[config.mk]
export PLATFORM = sky130hd
export DESIGN_NAME = fft_bitrev_reorder
export DESIGN_NICKNAME = d
export VERILOG_FILES = /design/src/rtl/fft_bitrev_reorder_pkg.sv /design/src/rtl/fft_bitrev_reorder_bank.sv /design/src/rtl/fft_bitrev_reorder.sv
export SDC_FILE = /design/constraint.sdc
export NUM_CORES = 1
export LEC_CHECK = 0
export ABC_CLOCK_PERIOD_IN_PS = 3420
export BUFFER_PORTS_ARGS = -buffer_cell sky130_fd_sc_hd__buf_4
export CAP_MARGIN = 40
export CORE_ASPECT_RATIO = 0.8
export CORE_MARGIN = 2
export CORE_UTILIZATION = 56
export DETAILED_ROUTE_END_ITERATION = 12
export PLACE_DENSITY = 0.75
export SYNTH_ARGS = -nofsm -noshare
export SYNTH_HDL_FRONTEND = slang
export SYNTH_SLANG_ARGS = --single-unit
export TNS_END_PERCENT = 100
[constraint.sdc]
create_clock -name clk -period 3.42 [get_ports clk]
set_clock_uncertainty 0.05 [all_clocks]
set_input_delay 0.342 -clock clk [delete_from_list [all_inputs] [get_ports clk]]
set_output_delay 0.342 -clock clk [all_outputs]
set_load 0.01 [all_outputs]
[src/rtl/fft_bitrev_reorder_pkg.sv]
// Shared constants, read-FSM state type and bit-reversal helper for the FFT output reorder block.
package fft_bitrev_reorder_pkg;

  localparam int FFT_N      = 16;
  localparam int FFT_LOG2N  = 4;
  localparam int BITS_WIDTH = 16;

  typedef enum logic {
    RD_IDLE = 1'b0,
    RD_READ = 1'b1
  } rd_state_t;

  // Reverses the low nbits of value; nbits is a constant at every call site.
  function automatic int unsigned bitrev(input int unsigned value, input int unsigned nbits);
    int unsigned r;
    r = 0;
    for (int unsigned i = 0; i < nbits; i++) begin
      r = (r << 1) | ((value >> i) & 32'd1);
    end
    return r;
  endfunction

endpackage

[src/rtl/fft_bitrev_reorder_bank.sv]
// One half of the ping-pong store: DEPTH x DW dual-port RAM, synchronous write, registered read.
module fft_bitrev_reorder_bank
  import fft_bitrev_reorder_pkg::*;
#(
  parameter int DEPTH = FFT_N,
  parameter int AW    = FFT_LOG2N,
  parameter int DW    = 2 * BITS_WIDTH
) (
  input  logic          clk,
  input  logic          rst,
  input  logic          wr_en,
  input  logic [AW-1:0] wr_addr,
  input  logic [DW-1:0] wr_data,
  input  logic          rd_en,
  input  logic [AW-1:0] rd_addr,
  output logic [DW-1:0] rd_data
);

  logic [DW-1:0] mem [DEPTH];

  // NOTE: storage is deliberately left out of reset so it maps onto RAM; validity is tracked by bank_full.
  always_ff @(posedge clk) begin
    if (wr_en) begin
      mem[wr_addr] <= wr_data;
    end
  end

  // NOTE: state updates use <= so every register samples pre-edge values regardless of block order.
  always_ff @(posedge clk or negedge rst) begin
    if (!rst) begin
      rd_data <= '0;
    end else if (rd_en) begin
      rd_data <= mem[rd_addr];
    end
  end

endmodule

[src/rtl/fft_bitrev_reorder.sv]
// Restores natural bin order after a radix-2 SDF FFT using ping-pong banks.
// Optional build macro REORDER_CONJ_EN: conjugate (saturating negate) the imaginary output.
module fft_bitrev_reorder
  import fft_bitrev_reorder_pkg::*;
#(
  parameter int N     = FFT_N,
  parameter int LOG2N = FFT_LOG2N,
  parameter int WIDTH = BITS_WIDTH
) (
  input  logic             clk,
  input  logic             rst,
  input  logic             in_valid,
  input  logic             in_sop,
  input  logic [WIDTH-1:0] in_real,
  input  logic [WIDTH-1:0] in_imag,
  output logic             out_valid,
  output logic             out_sop,
  output logic             out_eop,
  output logic [WIDTH-1:0] out_real,
  output logic [WIDTH-1:0] out_imag,
  output logic             sync_err
);

  localparam int DW = 2 * WIDTH;
  localparam logic [LOG2N-1:0] LAST = LOG2N'(N - 1);

  // Write side
  logic [LOG2N-1:0] wr_cnt_q;
  logic             wr_bank_q;
  logic             synced_q;
  logic [1:0]       bank_full_q;

  logic             wr_restart;
  logic             wr_fire;
  logic [LOG2N-1:0] wr_idx;
  logic [LOG2N-1:0] wr_addr;
  logic [WIDTH-1:0] imag_w;
  logic [DW-1:0]    wr_data;
  logic [1:0]       set_full;
  logic [1:0]       clr_full;

  // Read side
  rd_state_t        state_q, state_d;
  logic             rd_bank_q, rd_bank_d;
  logic [LOG2N-1:0] rd_cnt_q, rd_cnt_d;
  logic             rd_en;
  logic             rd_sel;
  logic [LOG2N-1:0] rd_addr;
  logic             out_bank_q;
  logic [DW-1:0]    rd_data0;
  logic [DW-1:0]    rd_data1;

`ifdef REORDER_CONJ_EN
  localparam logic [WIDTH-1:0] NEG_MAX = {1'b1, {(WIDTH-1){1'b0}}};
  localparam logic [WIDTH-1:0] POS_MAX = {1'b0, {(WIDTH-1){1'b1}}};
`endif

  // Conjugation is applied on the way in so the output path is a plain register mux.
  always_comb begin
`ifdef REORDER_CONJ_EN
    imag_w = (in_imag == NEG_MAX) ? POS_MAX : -in_imag;
`else
    imag_w = in_imag;
`endif
  end

  // NOTE: every always_comb output gets a default first so no path leaves it unassigned (no latch).
  always_comb begin
    wr_restart = in_valid && in_sop;
    wr_fire    = in_valid && (in_sop || synced_q);
    wr_idx     = wr_restart ? '0 : wr_cnt_q;
    wr_addr    = LOG2N'(bitrev(32'(wr_idx), LOG2N));
    wr_data    = {in_real, imag_w};
    set_full   = '0;
    if (wr_fire && (wr_idx == LAST)) begin
      set_full[wr_bank_q] = 1'b1;
    end
  end

  always_ff @(posedge clk or negedge rst) begin
    if (!rst) begin
      wr_cnt_q  <= '0;
      wr_bank_q <= 1'b0;
      synced_q  <= 1'b0;
      sync_err  <= 1'b0;
    end else begin
      sync_err <= wr_restart && (wr_cnt_q != '0);
      if (wr_restart) begin
        synced_q <= 1'b1;
      end
      if (wr_fire) begin
        if (wr_idx == LAST) begin
          wr_cnt_q  <= '0;
          wr_bank_q <= ~wr_bank_q;
        end else begin
          wr_cnt_q <= wr_idx + LOG2N'(1);
        end
      end
    end
  end

  // Writer sets and reader clears touch different banks, so both take effect in one cycle.
  always_ff @(posedge clk or negedge rst) begin
    if (!rst) begin
      bank_full_q <= '0;
    end else begin
      bank_full_q <= (bank_full_q & ~clr_full) | set_full;
    end
  end

  // Read FSM. The IDLE branch issues bin 0 directly so a frame appears one edge after it completes.
  always_comb begin
    state_d   = state_q;
    rd_bank_d = rd_bank_q;
    rd_cnt_d  = rd_cnt_q;
    rd_en     = 1'b0;
    rd_sel    = rd_bank_q;
    rd_addr   = rd_cnt_q;
    clr_full  = '0;
    case (state_q)
      RD_IDLE: begin
        if (|bank_full_q) begin
          rd_sel    = bank_full_q[0] ? 1'b0 : 1'b1;
          rd_en     = 1'b1;
          rd_addr   = '0;
          rd_bank_d = rd_sel;
          rd_cnt_d  = LOG2N'(1);
          state_d   = RD_READ;
        end
      end
      RD_READ: begin
        rd_en = 1'b1;
        if (rd_cnt_q == LAST) begin
          clr_full[rd_bank_q] = 1'b1;
          rd_cnt_d            = '0;
          if (bank_full_q[~rd_bank_q]) begin
            rd_bank_d = ~rd_bank_q;
          end else begin
            state_d = RD_IDLE;
          end
        end else begin
          rd_cnt_d = rd_cnt_q + LOG2N'(1);
        end
      end
      default: state_d = RD_IDLE;
    endcase
  end

  always_ff @(posedge clk or negedge rst) begin
    if (!rst) begin
      state_q   <= RD_IDLE;
      rd_bank_q <= 1'b0;
      rd_cnt_q  <= '0;
    end else begin
      state_q   <= state_d;
      rd_bank_q <= rd_bank_d;
      rd_cnt_q  <= rd_cnt_d;
    end
  end

  always_ff @(posedge clk or negedge rst) begin
    if (!rst) begin
      out_valid  <= 1'b0;
      out_sop    <= 1'b0;
      out_eop    <= 1'b0;
      out_bank_q <= 1'b0;
    end else begin
      out_valid <= rd_en;
      out_sop   <= rd_en && (rd_addr == '0);
      out_eop   <= rd_en && (rd_addr == LAST);
      if (rd_en) begin
        out_bank_q <= rd_sel;
      end
    end
  end

  fft_bitrev_reorder_bank #(.DEPTH(N), .AW(LOG2N), .DW(DW)) u_bank0 (
    .clk     (clk),
    .rst     (rst),
    .wr_en   (wr_fire && !wr_bank_q),
    .wr_addr (wr_addr),
    .wr_data (wr_data),
    .rd_en   (rd_en && !rd_sel),
    .rd_addr (rd_addr),
    .rd_data (rd_data0)
  );

  fft_bitrev_reorder_bank #(.DEPTH(N), .AW(LOG2N), .DW(DW)) u_bank1 (
    .clk     (clk),
    .rst     (rst),
    .wr_en   (wr_fire && wr_bank_q),
    .wr_addr (wr_addr),
    .wr_data (wr_data),
    .rd_en   (rd_en && rd_sel),
    .rd_addr (rd_addr),
    .rd_data (rd_data1)
  );

  always_comb begin
    out_real = out_bank_q ? rd_data1[DW-1:WIDTH] : rd_data0[DW-1:WIDTH];
    out_imag = out_bank_q ? rd_data1[WIDTH-1:0]  : rd_data0[WIDTH-1:0];
  end

endmodule

* Word level (Yosys, flattened, before mapping)
Memory sizes are Yosys's and may differ from the RTL's. A register that Yosys moved wholly into a read port is not among the register bits.
Index checks and enable logic that the tools add are counted.
** Operators by class
- $add $sub $neg :: 2
- $lt $le $gt $ge :: 5
- Equal/unequal tests :: 6
- Mux-type cells :: 33
- Bitwise logic cells :: 9
- Reductions and logical operators :: 22
** Operators with widths (number)
- $mux 16 :: 2
- $mux 4 :: 6
- $mux 1 :: 16
- $eq 4x4->1 const B :: 3
- $logic_and 1x1->1 :: 12
- $add 4x1->4 const B :: 2
- $pmux 4 s2 :: 1
- $lt 1x2->1 const B :: 3
- $mux 2 :: 3
- $pmux 1 s2 :: 3
- $logic_not 1->1 :: 4
- $logic_not 4->1 :: 1
- $ne 2x1->1 const B :: 2
- $or 4x1->4 :: 1
- $reduce_and 2->1 :: 2
- $reduce_bool 4->1 :: 1
- $not 1->1 :: 3
- $or 3x1->3 :: 1
- $and 2x2->2 :: 1
- $demux 1 s1 :: 2
- $ge 1x1->1 const B :: 2
- $ne 2x2->1 const B :: 1
- $not 2->2 :: 1
- $or 2x1->2 :: 1
- 3 further kinds :: 3
** Storage, ports and cells
- Register bits after elaboration :: 19
- Memory bits (writable) :: 1024
- Input port bits :: 36
- Output and inout port bits :: 36
- Word-level logic and storage cells :: 91
- Memories kept :: 2
** Memories
- u_bank0.mem :: words 16, width 32, rd ports 1, clocked after Yosys merged registers in 1, write ports 1, RTL line fft_bitrev_reorder_bank.sv:19 : logic [DW-1:0] mem [DEPTH];
- u_bank1.mem :: words 16, width 32, rd ports 1, clocked after Yosys merged registers in 1, write ports 1, RTL line fft_bitrev_reorder_bank.sv:19

* Longest topological paths before layout
Gate-level depths: netlist of run 1.
- Depth after elaboration :: 9
- Mapped depth :: 9

* By module
From an unflattened synthesis of run 1, not the netlist that was laid out.
** Unflattened totals
- Cells, all modules :: 1880
- Area, all modules :: 42921.2 µm²
** Modules (own cells, without submodules)
- fft_bitrev_reorder_bank :: times used 2, cells an instance 876, area an instance 20788.7 µm²
- fft_bitrev_reorder :: times used 1, cells an instance 128, area an instance 1343.8 µm²

* Worst setup path before layout of run 1
OpenSTA, ideal clock, no wires.
- Kind :: input port to flip-flop
- Start point :: input port in_valid
- End point :: memory u_bank1.mem[15][0] in the netlist's numbering, enable pin
- Library setup time :: 0.463 ns
- Arrival time :: 3.328 ns
- Required time :: 2.907 ns
- Slack :: -0.421 ns
- Cell stages on the path :: 5
- Path through :: nand2_1 and2_1 ha_1 nand3_1 nor3_1
** On the way
- Longest elaborated chain between the ends :: 5
- Elaborated cells between the ends (all ways) :: 9
- Classes of those cells :: mux: 3; bitwise: 3; reduce/logical: 3
** RTL lines
- start: declaration :: RTL line fft_bitrev_reorder.sv:12 : input logic in_valid,
- $logic_and 1x1->1 :: RTL line fft_bitrev_reorder.sv:69 : wr_restart = in_valid && in_sop;
- $mux 4 :: RTL line fft_bitrev_reorder.sv:71 : wr_idx = wr_restart ? '0 : wr_cnt_q;
- $or 2x1->2 :: RTL line fft_bitrev_reorder_pkg.sv:18 : r = (r << 1) | ((value >> i) & 32'd1);
- $or 3x1->3 :: RTL line fft_bitrev_reorder_pkg.sv:18
- $or 4x1->4 :: RTL line fft_bitrev_reorder_pkg.sv:18
- end: declaration :: RTL line fft_bitrev_reorder_bank.sv:19
Several ways; a longest one is shown, not always the timed one.

* Final worst setup path of run 1
- Start point :: register state_q
- End point :: register u_bank0.rd_data[8], read port of u_bank0.mem
** On the way
- Longest elaborated chain between the ends :: 3
- Elaborated cells between the ends (all ways) :: 6
- Classes of those cells :: mux: 3; bitwise: 1; reduce/logical: 2
** RTL lines
- start: declaration :: RTL line fft_bitrev_reorder.sv:43 : rd_state_t state_q, state_d;
- start signal: assignment :: RTL line fft_bitrev_reorder.sv:155 : state_q <= state_d;
- $not 1->1 / $mux 1 (equally long branches)
- $pmux 1 s2 / $logic_not 1->1 (equally long branches) :: RTL line fft_bitrev_reorder.sv:120, fft_bitrev_reorder.sv:183
- $logic_and 1x1->1 :: RTL line fft_bitrev_reorder.sv:183 : .rd_en (rd_en && !rd_sel),
- end: declaration :: RTL line fft_bitrev_reorder_bank.sv:16 : output logic [DW-1:0] rd_data
Several ways; a longest one is shown, not always the timed one.
A chain may end at the register's enable or synchronous reset.

==> impl_metrics.ini, run 1 <==
[run_status]
status = complete, no violations

[clocking]
cts_resized = 0
cts_buffers = 100
cts_tree = yes
cts-root-buf = clkbuf_16
cts_setup_buffers = 0
clock-sinks = 1107
clk_pin_slew_ns = 0.07
clock_latency_ns = 0.68
h-tree-depth = 3
clock_path_buffers = 3

[global_route]
grtUsageMet3_pct = 7.53
grt_max_degree = 115
groute.layer.met2.usage_pct = 41.2
grt_pass1_wl_um = 162000
gr-usage-met1_pct = 42.0
grt_pass1_vias = 23900
antenna_found_initial = 3
overflow = 0
grt.busiest_layer = met1
track_usage_pct = 28.1

[sta]
rsz0062_at_grt = false
final_hold_viol_count = 0
worstMarginPinSlew_ns = 0.855
finalSetupTns_ns = 0
timing.final.crit_share_pct = 84.8
fmax_mhz = 345
max-slew-margin-rel_pct = 42.6
drv_slew = 0
layout_setup_ws_ns = 0.521
fin_crit_ns = 2.90
setup_violations = 0

[final_layout]
mostFrequentLayoutCell = edfxtp_1
syn_to_final_growth_pct = 13.2
diodes = 0
drive_gt1_share_pct = 18.5
nNetsFinal = 2544
final_cell_mix = edfxtp_1 (1024), mux2i_1 (283), buf_4 (142), a221oi_1 (124), clkbuf_16 (104)

[synth]
synth_area_per_cell_um2 = 18.1
syn_area_um2 = 43100
yosysUniqueCellTypes = 57
synthCells = 2384
synthArstFlopShare_pct = 7.50
ys.flop_type = edfxtp_1
synth-edff-count = 1024
yosysSeqAreaShare_pct = 76.1
ys_ff_latch = 1107
yosysWarnings = 0
synth_nets = 2425

[routing]
drtPass1Iterations = 6
drc = 0
num_vias = 24300
ant_nets = 0
viasPerCell = 6.73
drt_wl_total_um = 110000
wire_per_inst_um = 30.6
drt_iter0_drc = 3778

[pwr]
vdd_ir_drop_max_v = 0.000741
finalPower_w = 0.0399
leakage_nw = 16.6
p_per_area_nw_per_um2 = 817

[worst_setup_path]
cp.required_ns = 3.93
r2r_setup_slack_ns = 0.52
worst_setup_path_start_kind = register
end_kind = register
critPathKind = reg -> reg
crit_arrival_ns = 3.41
critPathMaxFanout = 42

[flow_run]
max_cap_viol_count = 0

[placement]
dp_hpwl_um = 64600
port_buffers = 71
place_congestion = 0.847
pre_cts_ws_ns = 0.632

[floorplan]
die_w_um = 314
start_util_pct = 56.2
row_count = 91
die_area_um2 = 79300
core_area_um2 = 76700
io-pin-count = 72
die_h_um = 252

[worst_hold_path]
worstHoldPathType = in -> reg
where the power goes:
part,internal (W),leakage [nW],switching (W)
Clock,0.00627,1.62,0.00482
Sequential,0.0157,10.2,0.000753
Combinational,0.00483,4.72,0.00757
flip-flops by register name, indices dropped and copies added, names as in the netlist:
register,cells
bank_full_q,2
out_bank_q,1
out_eop,1
out_sop,1
out_valid,1
rd_bank_q,1
rd_cnt_q,4
state_q,1
sync_err,1
synced_q,1
u_bank0.mem,512
u_bank0.rd_data,32
u_bank1.mem,512
u_bank1.rd_data,32
wr_bank_q,1
wr_cnt_q,4
final cells by class:
type,count,area (µm²)
Sequential cell,1107,32800
Fill cell,5133,27900
Multi-Input combinational cell,1103,9650
Clock buffer,150,2950
Timing Repair Buffer,181,1790
Tap cell,1023,1280
Clock inverter,40,324
Inverter,10,37.5
worst max-delay path, cell delays in order (launching register included):
cell	delay, ns
dfrtp_1	0.63
o21ba_4	0.39
nor2_4	0.17
buf_4	0.57
o221ai_1	0.47
a221o_1	0.43
Yosys cell counts, drive strengths merged (2+ instances only):
cell type  number  area share, %
nor2           99           0.90
o221ai         65            1.3
o21ai          73           0.86
o21bai          2          0.061
a221o          64            1.5
nand3b          2          0.035
a31oi           5          0.072
mux4           63            3.3
o21a            3          0.052
ha              5           0.14
and2            9           0.13
clkbuf         59           0.51
xnor2           2          0.041
a211oi         32           0.57
nand2b         35           0.51
nand3           6          0.070
nand2          82           0.72
nor3            5          0.058
and3           14           0.20
a221oi        124            2.5
a21oi          66           0.77
mux2i         284            6.6
buf           105            1.5
edfxtp       1024             71
o211ai          3          0.052
dfrtp          83            4.8
inv            10          0.087
nor2b           5          0.072
mux2           39            1.0
cell families after synthesis:
group	share of synthesized area (%)
buf+inv	2.06
xor+xnor	0.0406
fa+ha+maj	0.145
compound gates	8.03
simple gates	2.75
flops	76.1
mux	10.9
routing by layer:
| metal | part of all wire [%] | vias to the layer above |
|---|---|---|
| met5 | 0 | - |
| met4 | 2.5 | 0 |
| met3 | 13 | 188 |
| met2 | 44 | 1637 |
| met1 | 40 | 12500 |
| li1 | - | 9968 |
repair_timing:
item,4_1_cts,5_1_grt
hold buffers,6,0
endpoints found under the setup margin,0,0
hold endpoints to repair,72,0
final timing paths:
| kind | endpoint | from | depth (start not counted) |
|---|---|---|---|
| max in group asynchronous | u_bank0.rd_data[12] | rst | 3 |
| max | u_bank0.rd_data[8] | state_q | 5 |
| min in group asynchronous | u_bank0.rd_data[3] | rst | 3 |
| min | u_bank0.mem[7][4] | in_imag[4] | 1 |
| max reg2reg | u_bank0.rd_data[8] | state_q | 5 |
| min reg2reg | u_bank0.rd_data[5] | u_bank0.rd_data[5] | 1 |
through the flow:
step | hold slack, ns | cell area (µm²) | utilization [%] | std cells
after CTS | 0.00116 | 48900 | 63.7 | 3614
after global placement | 0.440 | 45400 | 59.2 | 3413
final | 0.0371 | 48900 | 63.7 | 3614
after floorplan | -0.00359 | 43200 | - | 2384
after detailed placement | 0.149 | 45500 | 59.3 | 3418
after global routing | 0.0225 | 48900 | 63.7 | 3614
Power figures use the tool's default switching activity.
==> run 2: changes to the inputs <==
--- a/config.mk
+++ b/config.mk
@@ -5,14 +5,14 @@
 export SDC_FILE = /design/constraint.sdc
 export NUM_CORES = 1
 export LEC_CHECK = 0
-export ABC_CLOCK_PERIOD_IN_PS = 3420
+export ABC_CLOCK_PERIOD_IN_PS = 2700
 export BUFFER_PORTS_ARGS = -buffer_cell sky130_fd_sc_hd__buf_4
 export CAP_MARGIN = 40
 export CORE_ASPECT_RATIO = 0.8
 export CORE_MARGIN = 2
-export CORE_UTILIZATION = 56
+export CORE_UTILIZATION = 62
 export DETAILED_ROUTE_END_ITERATION = 12
-export PLACE_DENSITY = 0.75
+export PLACE_DENSITY = 0.79
 export SYNTH_ARGS = -nofsm -noshare
 export SYNTH_HDL_FRONTEND = slang
 export SYNTH_SLANG_ARGS = --single-unit
==> constraint.sdc (replaced) <==
create_clock -name clk -period 2.7 [get_ports clk]
set_clock_uncertainty 0.05 [all_clocks]
set_input_delay 0.27 -clock clk [delete_from_list [all_inputs] [get_ports clk]]
set_output_delay 0.27 -clock clk [all_outputs]
set_load 0.01 [all_outputs]
==> run 2 against run 1 <==
Combinational power up 37%. Worst hold slack better by 0.062 ns. Sequential share of layout area down 0.74 points. Critical endpoint is now out_real[7].
==> impl_metrics.ini, run 2 (synthesis gave the netlist of run 1 again) <==
[run_status]
status = complete, no violations

[placement]
port_buffers = 71
dpl.cell_count = 3347
dp_hpwl_um = 64400
pre_cts_ws_ns = -0.0483
place_congestion = 0.873

[floorplan]
die_h_um = 240
row_count = 86
io-pin-count = 72
start_util_pct = 62.7
core_area_um2 = 68900
die_w_um = 299
die_area_um2 = 71700

[clocking]
cts_tree = yes
clock-sinks = 1107
clk_pin_slew_ns = 0.06
clock_path_buffers = 3
clock_latency_ns = 0.67
cts_buffers = 98
h-tree-depth = 3
cts-root-buf = clkbuf_16

[routing]
drc = 0
viasPerCell = 7.03
drtPass1Iterations = 6
drt_iter0_drc = 3605
num_vias = 25100
ant_nets = 0
wire_per_inst_um = 32.6
drt_wl_total_um = 116000

[worst_setup_path]
end_kind = output pin
critPathKind = reg -> out
cp-startpoint = out_bank_q
crit_arrival_ns = 2.29
r2r_start = bank_full_q[0]
worst_setup_path_start_kind = register
critPathMaxFanout = 21
cp.required_ns = 2.38

[final_layout]
syn_to_final_growth_pct = 14.5
mostFrequentLayoutCell = edfxtp_1
final_cell_mix = edfxtp_1 (1024), mux2i_1 (283), buf_4 (148), a221oi_1 (124), clkbuf_16 (100)
stdcell_count = 3567
reg.largest.list = u_bank0.mem: 512 flops, u_bank1.mem: 512 flops
nNetsFinal = 2601
drive_gt1_share_pct = 19.2

[global_route]
grt_pass1_wl_um = 167000
overflow = 0
grt_max_degree = 79
grt_pass1_vias = 24800
antenna_found_initial = 2
track_usage_pct = 32.6

[pwr]
leakage_nw = 16.8
p_per_area_nw_per_um2 = 1040
vdd_ir_drop_max_v = 0.000815
finalPower_w = 0.0515

[sta]
final_hold_viol_count = 0
timing.final.crit_share_pct = 96.7
drv_slew = 0
fin_worst_hold_slack_ns = 0.0986
worstMarginPinSlew_ns = 0.800
finalSetupTns_ns = 0
layout_setup_ws_ns = 0.0883
setup_violations = 0
fin_crit_ns = 2.61
rsz0062_at_grt = false
max-slew-margin-rel_pct = 46.6
fmax_mhz = 383

[worst_hold_path]
worstHoldPathType = in -> async

[flow_run]
max_cap_viol_count = 0
run 2: changes by cell type in the layout (fill, tap and decap cells not counted), sizes merged:
| cell | delta |
|---|---|
| buf | +29 |
| bufinv | +3 |
| clkbuf | -22 |
| clkinv | +9 |
| clkinvlp | +2 |
| diode | +1 |
| dlygate4sd3 | +30 |
run 2: timing repair:
item / 4_1_cts / 5_1_grt
resized for setup: 1 / 1
hold buffers: 36 / 0
hold endpoints to repair: 1083 / 0
buffers inserted: 0 / 1
setup endpoints to repair: 2 / 5
run 2: per-stage QoR:
stage,instance area (µm²),util [%]
5_1_grt,49400,71.7
3_5_place_dp,45900,66.6
2_1_floorplan,43200,-
6_report,49400,71.7
3_3_place_gp,45900,66.6
4_1_cts,49400,71.7
run 2: critical path, stage by stage (launching register included):
cell	delay, ns
dfrtp_4	0.65
buf_12	0.28
mux2_2	0.49
buf_4	0.19
run 2: power breakdown:
group	switching, W	internal, W	total, W
Combinational	0.0103	0.00672	0.0170
Clock	0.00613	0.00765	0.0138
Sequential	0.000866	0.0199	0.0208
run 2: area by class of cell:
type                       instances  area, µm²
sequential                      1107      32800
fill                            3965      19500
multi-input combinational       1103       9650
clock buffer                     128       2670
timing repair buffer             240       2580
tap                              924       1160
clock inverter                    54        470
inverter                          10       37.5
antenna                            1       2.50
run 2: path summary, 6_finish.rpt:
path                            slack [ns]  cells past startpoint                   to
max in group asynchronous             1.75                      3  u_bank1.rd_data[23]
min in group clk                      0.47                      1   u_bank1.rd_data[2]
worst min register to register        0.47                      1   u_bank1.rd_data[2]
worst max register to register        0.10                      7  u_bank0.rd_data[28]
worst min-delay path                   0.1                      2   u_bank1.rd_data[0]
worst max-delay path                  0.09                      3          out_real[7]
run 2: per-layer routing:
| metal | wire, µm | track usage (%) |
|---|---|---|
| met5 | 0 | 0 |
| met4 | 4630 | 13.2 |
| met3 | 15400 | 7.73 |
| met2 | 52700 | 49.4 |
| met1 | 43600 | 46.6 |
